--- config.mk ---
export PLATFORM = sky130hd
export DESIGN_NAME = host_tx_descriptor_process
export DESIGN_NICKNAME = d
export VERILOG_FILES = /design/src/rtl/host_tx_descriptor_process.sv
export SDC_FILE = /design/constraint.sdc
export NUM_CORES = 1
export LEC_CHECK = 0
export ABC_CLOCK_PERIOD_IN_PS = 2200
export CORE_AREA = 3 3 121 123
export CTS_CLUSTER_SIZE = 24
export DETAILED_ROUTE_END_ITERATION = 10
export DIE_AREA = 0 0 124 126
export DONT_BUFFER_PORTS = 1
export HOLD_SLACK_MARGIN = 0.15
export SLEW_MARGIN = 15
export SYNTH_ARGS = -nofsm -noshare
export SYNTH_HDL_FRONTEND = slang
export SYNTH_SLANG_ARGS = --single-unit
--- constraint.sdc ---
create_clock -name i_clk -period 2.2 [get_ports i_clk]
set_input_delay 0.44 -clock i_clk [delete_from_list [all_inputs] [get_ports i_clk]]
set_output_delay 0.44 -clock i_clk [all_outputs]
set_load 0.01 [all_outputs]
--- src/rtl/host_tx_descriptor_process.sv ---
// Host TX descriptor processor: fetches packet lines for a bufid,
// emits them as flagged host-port words, then releases the bufid.
module host_tx_descriptor_process #(
    parameter int RAM_RD_LATENCY = 2
) (
    input  logic         i_clk,
    input  logic         i_rst_n,
    input  logic [21:0]  iv_descriptor,
    input  logic         i_descriptor_wr,
    output logic         o_descriptor_ready,
    output logic [15:0]  ov_ram_raddr,
    output logic         o_ram_rd,
    input  logic [127:0] iv_ram_rdata,
    output logic [133:0] ov_data,
    output logic         o_data_wr,
    input  logic         i_host_fifo_alf,
    output logic [8:0]   ov_bufid,
    output logic         o_bufid_release,
    output logic         o_err_busy_wr
);

    typedef enum logic [1:0] {
        IDLE,
        READ,
        DRAIN,
        RELEASE
    } state_t;

    state_t r_state;
    state_t w_next;

    logic [8:0]                r_bufid;
    logic [1:0]                r_type;
    logic [7:0]                r_lines;
    logic [3:0]                r_inval;
    logic [7:0]                r_rd_line;
    logic [7:0]                r_out_line;
    logic [RAM_RD_LATENCY-1:0] r_vld;
    logic                      r_ready;
    logic                      r_release;
    logic [8:0]                r_rel_bufid;
    logic                      r_busy;

    logic [10:0] w_len;
    logic [7:0]  w_lines_in;
    logic [3:0]  w_inval_in;
    logic        w_accept;
    logic        w_rd;
    logic        w_last_rd;
    logic        w_dv;
    logic        w_first_out;
    logic        w_last_out;
    logic [1:0]  w_unused_type;

    assign w_len       = iv_descriptor[19:9];
    assign w_lines_in  = 8'((12'(w_len) + 12'd15) >> 4);
    assign w_inval_in  = 4'(4'd0 - w_len[3:0]);
    // The cycle carrying the ready pulse is still busy for the upstream.
    assign w_accept    = i_descriptor_wr && (r_state == IDLE) && !r_ready;
    assign w_rd        = (r_state == READ) && !i_host_fifo_alf;
    assign w_last_rd   = w_rd && (r_rd_line == r_lines - 8'd1);
    assign w_dv        = r_vld[RAM_RD_LATENCY-1];
    assign w_first_out = (r_out_line == 8'd0);
    assign w_last_out  = (r_out_line == r_lines - 8'd1);
    assign w_unused_type = r_type;

    assign ov_ram_raddr       = {r_bufid, r_rd_line[6:0]};
    assign o_ram_rd           = w_rd;
    assign o_data_wr          = w_dv;
    assign ov_data            = w_dv ? {w_last_out, w_first_out,
                                        w_last_out ? r_inval : 4'd0,
                                        iv_ram_rdata} : '0;
    assign o_descriptor_ready = r_ready;
    assign o_bufid_release    = r_release;
    assign ov_bufid           = r_rel_bufid;
    assign o_err_busy_wr      = r_busy;

    // FSM state register
    always_ff @(posedge i_clk) begin
        if (!i_rst_n) begin
            r_state <= IDLE;
        end else begin
            r_state <= w_next;
        end
    end

    // FSM next-state decode
    always_comb begin
        w_next = r_state;
        case (r_state)
            IDLE: begin
                if (w_accept) begin
                    w_next = (w_len != 11'd0) ? READ : RELEASE;
                end
            end
            READ: begin
                if (w_last_rd) begin
                    w_next = DRAIN;
                end
            end
            DRAIN: begin
                if (w_dv && w_last_out) begin
                    w_next = RELEASE;
                end
            end
            RELEASE: begin
                w_next = IDLE;
            end
            default: begin
                w_next = IDLE;
            end
        endcase
    end

    // Descriptor capture, line counters and read-return tracking
    always_ff @(posedge i_clk) begin
        if (!i_rst_n) begin
            r_bufid    <= '0;
            r_type     <= '0;
            r_lines    <= '0;
            r_inval    <= '0;
            r_rd_line  <= '0;
            r_out_line <= '0;
            r_vld      <= '0;
        end else begin
            if (w_accept) begin
                r_bufid    <= iv_descriptor[8:0];
                r_type     <= iv_descriptor[21:20];
                r_lines    <= w_lines_in;
                r_inval    <= w_inval_in;
                r_rd_line  <= '0;
                r_out_line <= '0;
            end else begin
                if (w_rd) begin
                    r_rd_line <= r_rd_line + 8'd1;
                end
                if (w_dv) begin
                    r_out_line <= r_out_line + 8'd1;
                end
            end
            for (int i = RAM_RD_LATENCY - 1; i > 0; i--) begin
                r_vld[i] <= r_vld[i-1];
            end
            r_vld[0] <= w_rd;
        end
    end

    // Release/ready pulses and busy-write error flag
    always_ff @(posedge i_clk) begin
        if (!i_rst_n) begin
            r_ready     <= 1'b0;
            r_release   <= 1'b0;
            r_rel_bufid <= '0;
            r_busy      <= 1'b0;
        end else begin
            r_ready     <= (r_state == RELEASE);
            r_release   <= (r_state == RELEASE);
            r_rel_bufid <= (r_state == RELEASE) ? r_bufid : 9'd0;
            r_busy      <= i_descriptor_wr && !w_accept;
        end
    end

endmodule

==> impl_metrics.csv <==
group,metric,value,unit
cells_and_area,syn_to_final_growth,15.0,%
clock_tree,hold_buffers,0,
placed_design,dp_hpwl,11.9,mm
sta,max_freq,363,MHz
global_routing,grt_first_pass_wirelength,19.6,mm
routing,drtIter0Drc,94,
worst_setup_path,start_kind,"flop",
cells_and_area,ff_latch_area,1040,um2
logic_synthesis,async_flop_share,0,%
routing,drcViolationCount,0,
sta,drv_slew,0,
global_routing,grt_use_met2,28.0,%
sta,rsz0062_at_grt,"true",
logic_synthesis,yosysTopAreaCellShare,29.5,%
worst_setup_path,crit_path_start,"r_lines[0]",
clock_tree,clockBufferDepth,2,
die,die_h,126,um
logic_synthesis,ys_seq_area_share,29.5,%
clock_tree,cts_sinks,52,
cells_and_area,multi_input_area,2350,um2
die,coreArea,13800,um2
sta,finalSetupViolCount,7,
sta,hold_violations,0,
clock_tree,root_buffer,"clkbuf_16",
global_routing,met1_usage,19.4,%
worst_setup_path,cp_cell_sequence,"or4_4 -> nand2b_4 -> mux2_4 -> o32a_1 -> nor4_4 -> buf_4 -> and2_4",
logic_synthesis,syn_inst,453,
worst_setup_path,slowest_stage,"or4_4",
clock_tree,clkLatencyLatePin,0.30,ns
logic_synthesis,avgSynthCellArea,7.78,um2
status,status,"finished, violations left",
die,io-pin-count,318,
logic_synthesis,synthTopCellsByArea,"dfxtp_1, and2_1, nand2_1",
die,row_count,43,
routing,via_per_inst,4.98,
cells_and_area,nets,618,
sta,slew_headroom,60.9,%
logic_synthesis,synth_edf_count,0,
sta,finalCritPeriodShare,125,%
routing,detail-route-antenna-nets,0,
global_routing,top_usage_layer,"met2",
logic_synthesis,netlist_area,3530,um2
power,design_power_total,3.45,mW
routing,vias,3166,
routing,wire_per_inst,22.3,um
sta,setup-tns-final,-3.01,ns
logic_synthesis,ys_seq_elements,52,
worst_setup_path,worst-endpoint-arrival,2.31,ns
sta,worst_pin_slew,0.587,ns
routing,totalWireLength,14.2,mm
global_routing,grt-ovfl-total,0,
power,p_leak,1.70,nW
logic_synthesis,netlist_top_cells_count,"and2_1, dfxtp_1, nand2_1",
clock_tree,h-tree-depth,2,
placed_design,placed_cell_area,3820,um2
die,die-area,15600,um2
clock_tree,cts_made_buffers,5,
logic_synthesis,yosysWarnings,0,
sta,period_needed,2.75,ns
placed_design,gp_congestion,0.948,
logic_synthesis,synth_most_common_cell,"and2_1",
global_routing,grtUsageMet3,7.68,%
cells_and_area,design_area,4050,um2
worst_setup_path,r2r-end,"r_state[1]",
worst_setup_path,crit_fanout,6,
cells_and_area,fillCellCount,1467,
routing,dr.pass1.iters,4,
sta,finClkSkew,0.00457,ns
worst_setup_path,slowest_delay,0.55,ns
clock_tree,tritoncts,"built",
logic_synthesis,synth_nets,616,
power,power_density,850,nW/um2
run,cap_violations,0,
worst_setup_path,r2r_slack,-0.14,ns
worst_setup_path,endpoint_kind,"output port",
worst_setup_path,worstPathRequired,1.76,ns
logic_synthesis,yosysTopAreaCell,"dfxtp_1",
min_path,min_path_cells,1,
min_path,min_path_type,"input port to flop",
global_routing,antenna_found_initial,2,
global_routing,grt_max_degree,96,
cells_and_area,final_util,29.4,%
die,start_util,25.6,%
min_path,min_to,"r_vld[1]",
placed_design,port_buffers,0,
logic_synthesis,synth.distinct_cells,47,
global_routing,grt_util_all_layers,16.9,%
worst_setup_path,regToRegStartpoint,"r_lines[0]",
logic_synthesis,synth_flop_cell,"dfxtp_1",
cells_and_area,antenna_cells,0,
sta,layout_setup_ws,-0.553,ns
die,die_x,124,um
placed_design,pre_cts_ws,-0.299,ns
global_routing,grt_pass1_vias,3100,
min_path,min_from,"i_rst_n",
cells_and_area,drive_gt1_share,14.0,%
status,violations,"negative setup slack",
worst_setup_path,worstRegToRegCells,8,
clock_tree,cts.clk_slew.worst_paths,0.07,ns
worst_setup_path,path_class,"flop to output port",
power,peakVddDrop,0.534,mV
## cells by family (layout without fill, tap and decap cells)
kind of cell             after synthesis  count (layout)  share of synthesized area [%]
AO/OA/AOI/OAI                         47              47                           9.51
multiplexers                           4               4                           1.28
AND/OR/NAND/NOR                      259             259                           42.0
adder cells (fa/ha/maj)                9               9                           3.19
buffers and inverters                 48              51                           6.03
flip-flops                            52              52                           29.5
XOR/XNOR                              34              34                           8.45
## per-layer routing
metal	up-vias	routed length, um
li1	1467	-
met1	1488	5250
met2	195	6750
met3	14	1820
met4	2	345
met5	-	13
## cell type report
class	instances	area share, %
inverter	11	1.02
clock inverter	3	0.648
timing repair buffer	32	6.02
clock buffer	5	3.09
multi-input combinational	353	57.9
sequential	52	25.8
tap	180	5.56
## critical path: cells and delay by family (launching register included)
kind / cells / cell delay [ns]
buffers and inverters: 1 / 0.19
muxes: 1 / 0.29
DFF: 1 / 0.33
and+or+nand+nor: 4 / 1.01
AOI/OAI and AO/OA: 1 / 0.20
## worst max path at each step
stage                    to  slack (ns)  cells past startpoint
2_1_floorplan  ov_data[128]       -0.37                      7
3_3_place_gp   ov_data[130]       -0.26                      7
3_5_place_dp   ov_data[128]       -0.30                      8
4_1_cts        ov_data[130]       -0.55                      7
5_1_grt        ov_data[128]       -0.64                      7
6_report       ov_data[128]       -0.55                      7
## through the flow
step,hold WS (ns),instances
floorplan,0.412,453
finish,0.263,636
global route,0.259,636
CTS,0.260,636
global placement,0.418,627
detailed placement,0.424,627
## placed cells by master, fill, tap and decap left out, types with 3 or more instances in the layout
cell       synthesis  final
or3_1              5      5
and2_4             0      4
and2_1           136    132
nand2_1           52     50
o211a_1            4      4
xor2_1            19     18
a21boi_0          14     14
o31ai_1            3      3
clkbuf_16          0      5
ha_1               9      8
xnor2_1           15     14
nand4_1            7      7
mux2i_1            3      3
buf_4              8     31
nand3_1            6      6
o21ai_1            1      3
dfxtp_2            0      3
a21oi_1            7      7
and3_1            15     15
dfxtp_1           52     49
o21ai_0            8      6
inv_1             11      9
nor2_1            20     20
## state kept, by name, indices dropped and copies added, names as in the netlist
signal           count
r_vld                2
r_state              2
r_bufid              9
r_lines              8
o_bufid_release      1
r_out_line           8
r_inval              4
o_err_busy_wr        1
ov_bufid             9
r_rd_line            8
## report_power, final
group	total (mW)	switching [mW]	internal, mW
Combinational	1.45	0.773	0.679
Sequential	1.17	0.117	1.06
Clock	0.822	0.389	0.433
## timing repair
item / in CTS / in global routing
setup buffers: 1 / 1
gates resized for setup: 9 / 12
pin swaps: 3 / 4
setup endpoints to repair: 7 / 8
hold endpoints to repair: 0 / 0
(Power assumes the default switching activity.)
